## src/rtl/fifo_rd_stream_if.sv

```systemverilog
`default_nettype none
// ============================================================================
//  Module      : fifo_rd_stream_if
//  Description : Bundle between the FIFO read stage, its memory and the
//                downstream valid/ready consumer.
//  Revision    : 1.0 - initial release
// ============================================================================
interface fifo_rd_stream_if #(
  parameter int DATA_WIDTH = 8
);
  logic                  rempty;
  logic [DATA_WIDTH-1:0] rdata;
  logic                  rinc;
  logic                  m_valid;
  logic                  m_ready;
  logic [DATA_WIDTH-1:0] m_data;
  logic [1:0]            level;

  // Streaming block side: issues reads, presents words downstream
  modport master (
    input  rempty, rdata, m_ready,
    output rinc, m_valid, m_data, level
  );

  // Environment side: read-pointer stage, memory and consumer
  modport slave (
    output rempty, rdata, m_ready,
    input  rinc, m_valid, m_data, level
  );
endinterface
`default_nettype wire

```

## src/rtl/fifo_rd_stream.sv

```systemverilog
`default_nettype none
// ============================================================================
//  Module      : fifo_rd_stream
//  Description : Turns a FIFO read port with one-cycle read latency into a
//                valid/ready stream using a 2-entry skid buffer and a
//                credit-based read request.
//  Revision    : 1.0 - initial release
// ============================================================================
module fifo_rd_stream #(
  parameter int DATA_WIDTH = 8
) (
  input  wire logic       rclk,
  input  wire logic       rrst_n,
  fifo_rd_stream_if.master bus
);

  localparam logic [2:0] c_CREDITS = 3'd2;

  logic [DATA_WIDTH-1:0] r_buf0;   // oldest word, drives m_data
  logic [DATA_WIDTH-1:0] r_buf1;   // second word
  logic [1:0]            r_level;
  logic                  r_pend;   // read issued last cycle, rdata valid now

  logic                  w_pop;
  logic [2:0]            w_occupancy;

  // Credit check: a new read may be issued only if, after this cycle's pop,
  // the words buffered plus the one in flight leave room for one more.
  always_comb begin
    w_pop       = bus.m_valid & bus.m_ready;
    w_occupancy = {1'b0, r_level} + {2'b00, r_pend} - {2'b00, w_pop};
    bus.rinc    = rrst_n & ~bus.rempty & (w_occupancy < c_CREDITS);
  end

  assign bus.m_valid = (r_level != 2'd0);
  assign bus.m_data  = r_buf0;
  assign bus.level   = r_level;

  // Buffer, level and in-flight tracking; capture and pop may coincide
  always_ff @(posedge rclk) begin
    if (!rrst_n) begin
      r_buf0  <= '0;
      r_buf1  <= '0;
      r_level <= 2'd0;
      r_pend  <= 1'b0;
    end else begin
      // rinc already folds in rempty, so it marks an issued read
      r_pend <= bus.rinc;
      case ({r_pend, w_pop})
        2'b10: begin
          if (r_level == 2'd0) r_buf0 <= bus.rdata;
          else                 r_buf1 <= bus.rdata;
          r_level <= r_level + 2'd1;
        end
        2'b01: begin
          r_buf0  <= r_buf1;
          r_level <= r_level - 2'd1;
        end
        2'b11: begin
          // Level is unchanged; the incoming word lands behind whatever
          // remains after the head leaves.
          if (r_level == 2'd1) begin
            r_buf0 <= bus.rdata;
          end else begin
            r_buf0 <= r_buf1;
            r_buf1 <= bus.rdata;
          end
        end
        default: ;
      endcase
    end
  end

endmodule
`default_nettype wire

```

## src/flat_wrapper.sv

```systemverilog
// flat-port wrapper written by rule: the top's interface ports become plain ports
module fifo_rd_stream_flat 
#(
  parameter int DATA_WIDTH = 8
)
  (rclk, rrst_n, bus_rempty, bus_rdata, bus_m_ready, bus_rinc, bus_m_valid, bus_m_data, bus_level);
  fifo_rd_stream_if #(.DATA_WIDTH(DATA_WIDTH)) bus_i ();
  input  wire logic rclk;
  input  wire logic rrst_n;
  input wire logic [$bits(bus_i.rempty)-1:0] bus_rempty;
  input wire logic [$bits(bus_i.rdata)-1:0] bus_rdata;
  input wire logic [$bits(bus_i.m_ready)-1:0] bus_m_ready;
  output wire logic [$bits(bus_i.rinc)-1:0] bus_rinc;
  output wire logic [$bits(bus_i.m_valid)-1:0] bus_m_valid;
  output wire logic [$bits(bus_i.m_data)-1:0] bus_m_data;
  output wire logic [$bits(bus_i.level)-1:0] bus_level;
  assign bus_i.rempty = bus_rempty;
  assign bus_i.rdata = bus_rdata;
  assign bus_i.m_ready = bus_m_ready;
  assign bus_rinc = bus_i.rinc;
  assign bus_m_valid = bus_i.m_valid;
  assign bus_m_data = bus_i.m_data;
  assign bus_level = bus_i.level;
  fifo_rd_stream #(.DATA_WIDTH(DATA_WIDTH)) u_core (.rclk(rclk), .rrst_n(rrst_n), .bus(bus_i));
endmodule
```

## config.mk

```make
export PLATFORM = sky130hd
export DESIGN_NAME = fifo_rd_stream_flat
export DESIGN_NICKNAME = d
export VERILOG_FILES = /design/src/rtl/fifo_rd_stream_if.sv /design/src/rtl/fifo_rd_stream.sv /design/src/flat_wrapper.sv
export SDC_FILE = /design/constraint.sdc
export NUM_CORES = 1
export LEC_CHECK = 0
export BUFFER_PORTS_ARGS = -buffer_cell sky130_fd_sc_hd__buf_2
export CELL_PAD_IN_SITES_DETAIL_PLACEMENT = 1
export CELL_PAD_IN_SITES_GLOBAL_PLACEMENT = 1
export CORE_ASPECT_RATIO = 2
export CORE_MARGIN = 1
export CORE_UTILIZATION = 40
export DETAILED_ROUTE_END_ITERATION = 10
export GPL_ROUTABILITY_DRIVEN = 0
export PLACE_DENSITY = 0.86
export RECOVER_POWER = 25
export SLEW_MARGIN = 25
export SYNTH_ARGS = -nofsm -noshare
export SYNTH_HDL_FRONTEND = slang
export SYNTH_SLANG_ARGS = --single-unit
```

## constraint.sdc

```tcl
create_clock -name rclk -period 2.75 [get_ports rclk]
set_input_delay 0.1375 -clock rclk [delete_from_list [all_inputs] [get_ports rclk]]
set_output_delay 0.1375 -clock rclk [all_outputs]
set_load 0.01 [all_outputs]
```

==> metrics.md <==
| Metric | Value |
|---|---|
| Status | finished clean |
| Max cap viols | 0 |
| Unique masters post-synth | 27 |
| Core Rows | 26 |
| Area contributors post-synth | dfxtp_1 34%, mux2i_1 8.1%, a221oi_1 6.3%, nand2_1 6.1%, nand3b_1 6.1% |
| Root Driver | clkbuf_8 |
| Maximum vdd drop | 0.000443 V |
| Syn Area/Cell | 9.14 sq um |
| RSZ-0062 raised after global routing | false |
| Critical Path Source Type | flop |
| Placed Area | 1220 sq um |
| Crit Path Max Fanout | 7 |
| Htree depth | 1 |
| PostCTS Resize Cnt | 2 |
| Via density | 5.93 |
| Post-CTS setup buffers | 0 |
| Post-synthesis simple-gate area fraction | 24.2% |
| Worst setup EP type | output pin |
| Total gr overflow | 0 |
| First-pass GRT wire length | 4600 um |
| Sequential area share after synthesis | 34.1% |
| Die Y | 76.7 um |
| Main synth FF type | dfxtp_1 |
| Cells after synthesis | 122 |
| Drt wl/cell | 17.1 um |
| Synth area leader | dfxtp_1 |
| Worst setup endpoint | bus_rinc |
| Critical path start-end classification | reg2out |
| Layout area overhead | 13.4% |
| CORE AREA | 2600 sq um |
| Worst r2r src | u_core.bus.level[1] |
| Yosys reg bits | 19 |
| Worst EP arrival | 2.46 ns |
| Most common cell after layout, fill and taps aside | nand2_1 |
| Post-synth top area share | 34.1% |
| Final clock skew | 0.00407 ns |
| Pwr per Cell Area | 984 nW/um^2 |
| NumNets Final | 159 |
| Worst-path cell chain | inv_1 > ha_2 > or2b_1 > nor2_2 > o21ai_0 > fa_1 > xor2_1 > nor3_1 > buf_2 |
| Largest family of logic cells by synthesized area | simple AND/OR/NAND/NOR gates |
| Syn Std Cell Area | 1110 sq um |
| Final instance area | 1260 sq um |
| Number of global-route vias before repair | 1046 |
| Share of cells above drive strength 1 | 24.8% |
| CP peak stage delay | 0.42 ns |
| Most frequent cells in the layout | 18 x nand2_1, 17 x dfxtp_1, 16 x buf_2 |
| Final wirelength | 2890 um |
| Setup-failing EPs final | 0 |
| Ant. Diodes | 0 |
| Total global-route track usage | 21.1% |
| Leak Pwr | 0.508 nW |
| IO buf count | 23 |
| Worst min path class | in2reg |
| R2R depth | 8 |
| Area taken by multi-input logic gates | 674 sq um |
| Clock Sinks | 19 |
| Cts bufs inserted | 3 |
| Worst-Margin Slew | 0.786 ns |
| ANT nets after route | 0 |
| Die area | 3020 sq um |
| Final routed DRC violation total | 0 |
| RR Endpoint | u_core.r_pend |
| Req. time, crit path | 2.61 ns |
| Clock buffer depth | 2 |
| R2R Setup Slk | 0.58 ns |
| Slowest CP cell | fa_1 |
| Largest net degree at the start of global routing | 28 |
| Non-Filler Instances | 169 |
| DP HPWL | 2090 um |
| Io pins | 24 |
| Post-Synth XOR/XNOR Area | 2.36% |
| DRT Pass-1 Iters | 4 |
| Yosys warnings | 0 |
| Die width | 39.3 um |
| Post-synthesis adder-cell area fraction | 6.29% |
| Fillers | 318 |
| Antenna violations before repair | 0 |
| Post-Synthesis Net Count | 139 |
| Post-synth ARST share | 0% |
| Final Hold Vio Count | 0 |
| CTS tree | built |
| Worst rel slew slack | 46.1% |
| Clock transition at path regs | 0.07 ns |
| DR iter-0 viols | 31 |
| Compound-cell area share of the yosys netlist | 18.1% |
| FF/Latch Area | 383 sq um |
| Fmax | 385 MHz |
| Tcrit/Tclk final | 94.3% |
| Post-synth EDFFs | 0 |
| Cells after DPL | 165 |
| Vias | 1003 |
| Final Max Tran Viols | 0 |
| Worst skew pair latency | 0.26 ns |
| CTS Hold Bufs | 0 |
| Initial core utilization | 42.8% |
| CP startpoint | u_core.bus.level[1] |
| Multiplexer share of the synthesized area | 9.09% |
| Post-route minimum period | 2.59 ns |
| Final setup TNS | 0 ns |
## layout make-up
class	instances	area share, %
clock buffers	3	3.27
clock inverters	1	0.396
inverters	5	1.49
multi-input cells	90	53.4
flip-flops and latches	19	30.3
well taps	28	2.77
repair buffers	23	8.42
## worst min path at each step
| stage | startpoint | end | slack (ns) | cells past startpoint |
|---|---|---|---|---|
| 2_1_floorplan | bus_rempty | u_core.r_pend | 0.22 | 1 |
| 3_3_place_gp | bus_rempty | u_core.r_pend | 0.32 | 2 |
| 3_5_place_dp | bus_rempty | u_core.r_pend | 0.34 | 2 |
| 4_1_cts | bus_rempty | u_core.r_pend | 0.06 | 2 |
| 5_1_grt | bus_rempty | u_core.r_pend | 0.07 | 2 |
| 6_report | bus_rempty | u_core.r_pend | 0.07 | 2 |
## registers in the layout, indices dropped and copies added, names as in the netlist
| name | flops |
|---|---|
| u_core.r_buf1 | 8 |
| u_core.r_pend | 1 |
| u_core.bus.m_data | 8 |
| u_core.bus.level | 2 |
## cells in the mapped netlist (all sizes together) (2+ instances only)
| master | n |
|---|---|
| a21oi | 2 |
| a221oi | 8 |
| a31oi | 8 |
| and2 | 2 |
| buf | 3 |
| clkbuf | 5 |
| dfxtp | 19 |
| ha | 4 |
| inv | 5 |
| mux2i | 9 |
| nand2 | 18 |
| nand3b | 10 |
| nor3 | 2 |
| o21ai | 10 |
| or3b | 8 |
| xnor2 | 2 |
## kinds of logic (layout without fill, tap and decap cells)
logic type                 after synthesis  count (layout)
and+or+nand+nor                         43              43
AOI/OAI and AO/OA                       29              29
DFF                                     19              19
buffers and inverters                   13              32
muxes                                   10              10
adders and majority gates                5               5
xor gates and xnor gates                 3               3
## layer usage
metal	track usage (%)	part of all wire [%]	up-vias
met5	0	0	-
met4	8.28	1.8	0
met3	2.89	3.9	5
met2	37.5	56	28
met1	23.0	38	491
li1	-	-	479
## worst max-delay path, delay by kind of cell, from the launching register on
kind | cells | cell delay [ns]
DFF | 1 | 0.39
xor gates and xnor gates | 1 | 0.18
buffers and inverters | 2 | 0.24
AOI/OAI and AO/OA | 1 | 0.13
and+or+nand+nor | 3 | 0.59
adders and majority gates | 2 | 0.66
## power by group
part | internal (mW) | leakage (nW) | switching, mW
registers | 0.367 | 0.156 | 0.0703
clock network | 0.101 | 0.0255 | 0.0998
logic | 0.258 | 0.326 | 0.348
total | 0.726 | 0.508 | 0.518
## metrics by stage
stage / hold WS, ns / setup WS (ns) / util, % / power [mW]
2_1_floorplan: 0.216 / 0.378 / - / 0.865
3_3_place_gp: 0.317 / 0.414 / 46.8 / 1.01
3_5_place_dp: 0.341 / 0.208 / 46.8 / 1.06
4_1_cts: 0.0565 / 0.0380 / 48.8 / 1.26
5_1_grt: 0.0726 / 0.0124 / 48.6 / 1.33
6_report: 0.0667 / 0.156 / 48.6 / 1.24
Note: power is estimated with default switching activity, not from simulation.
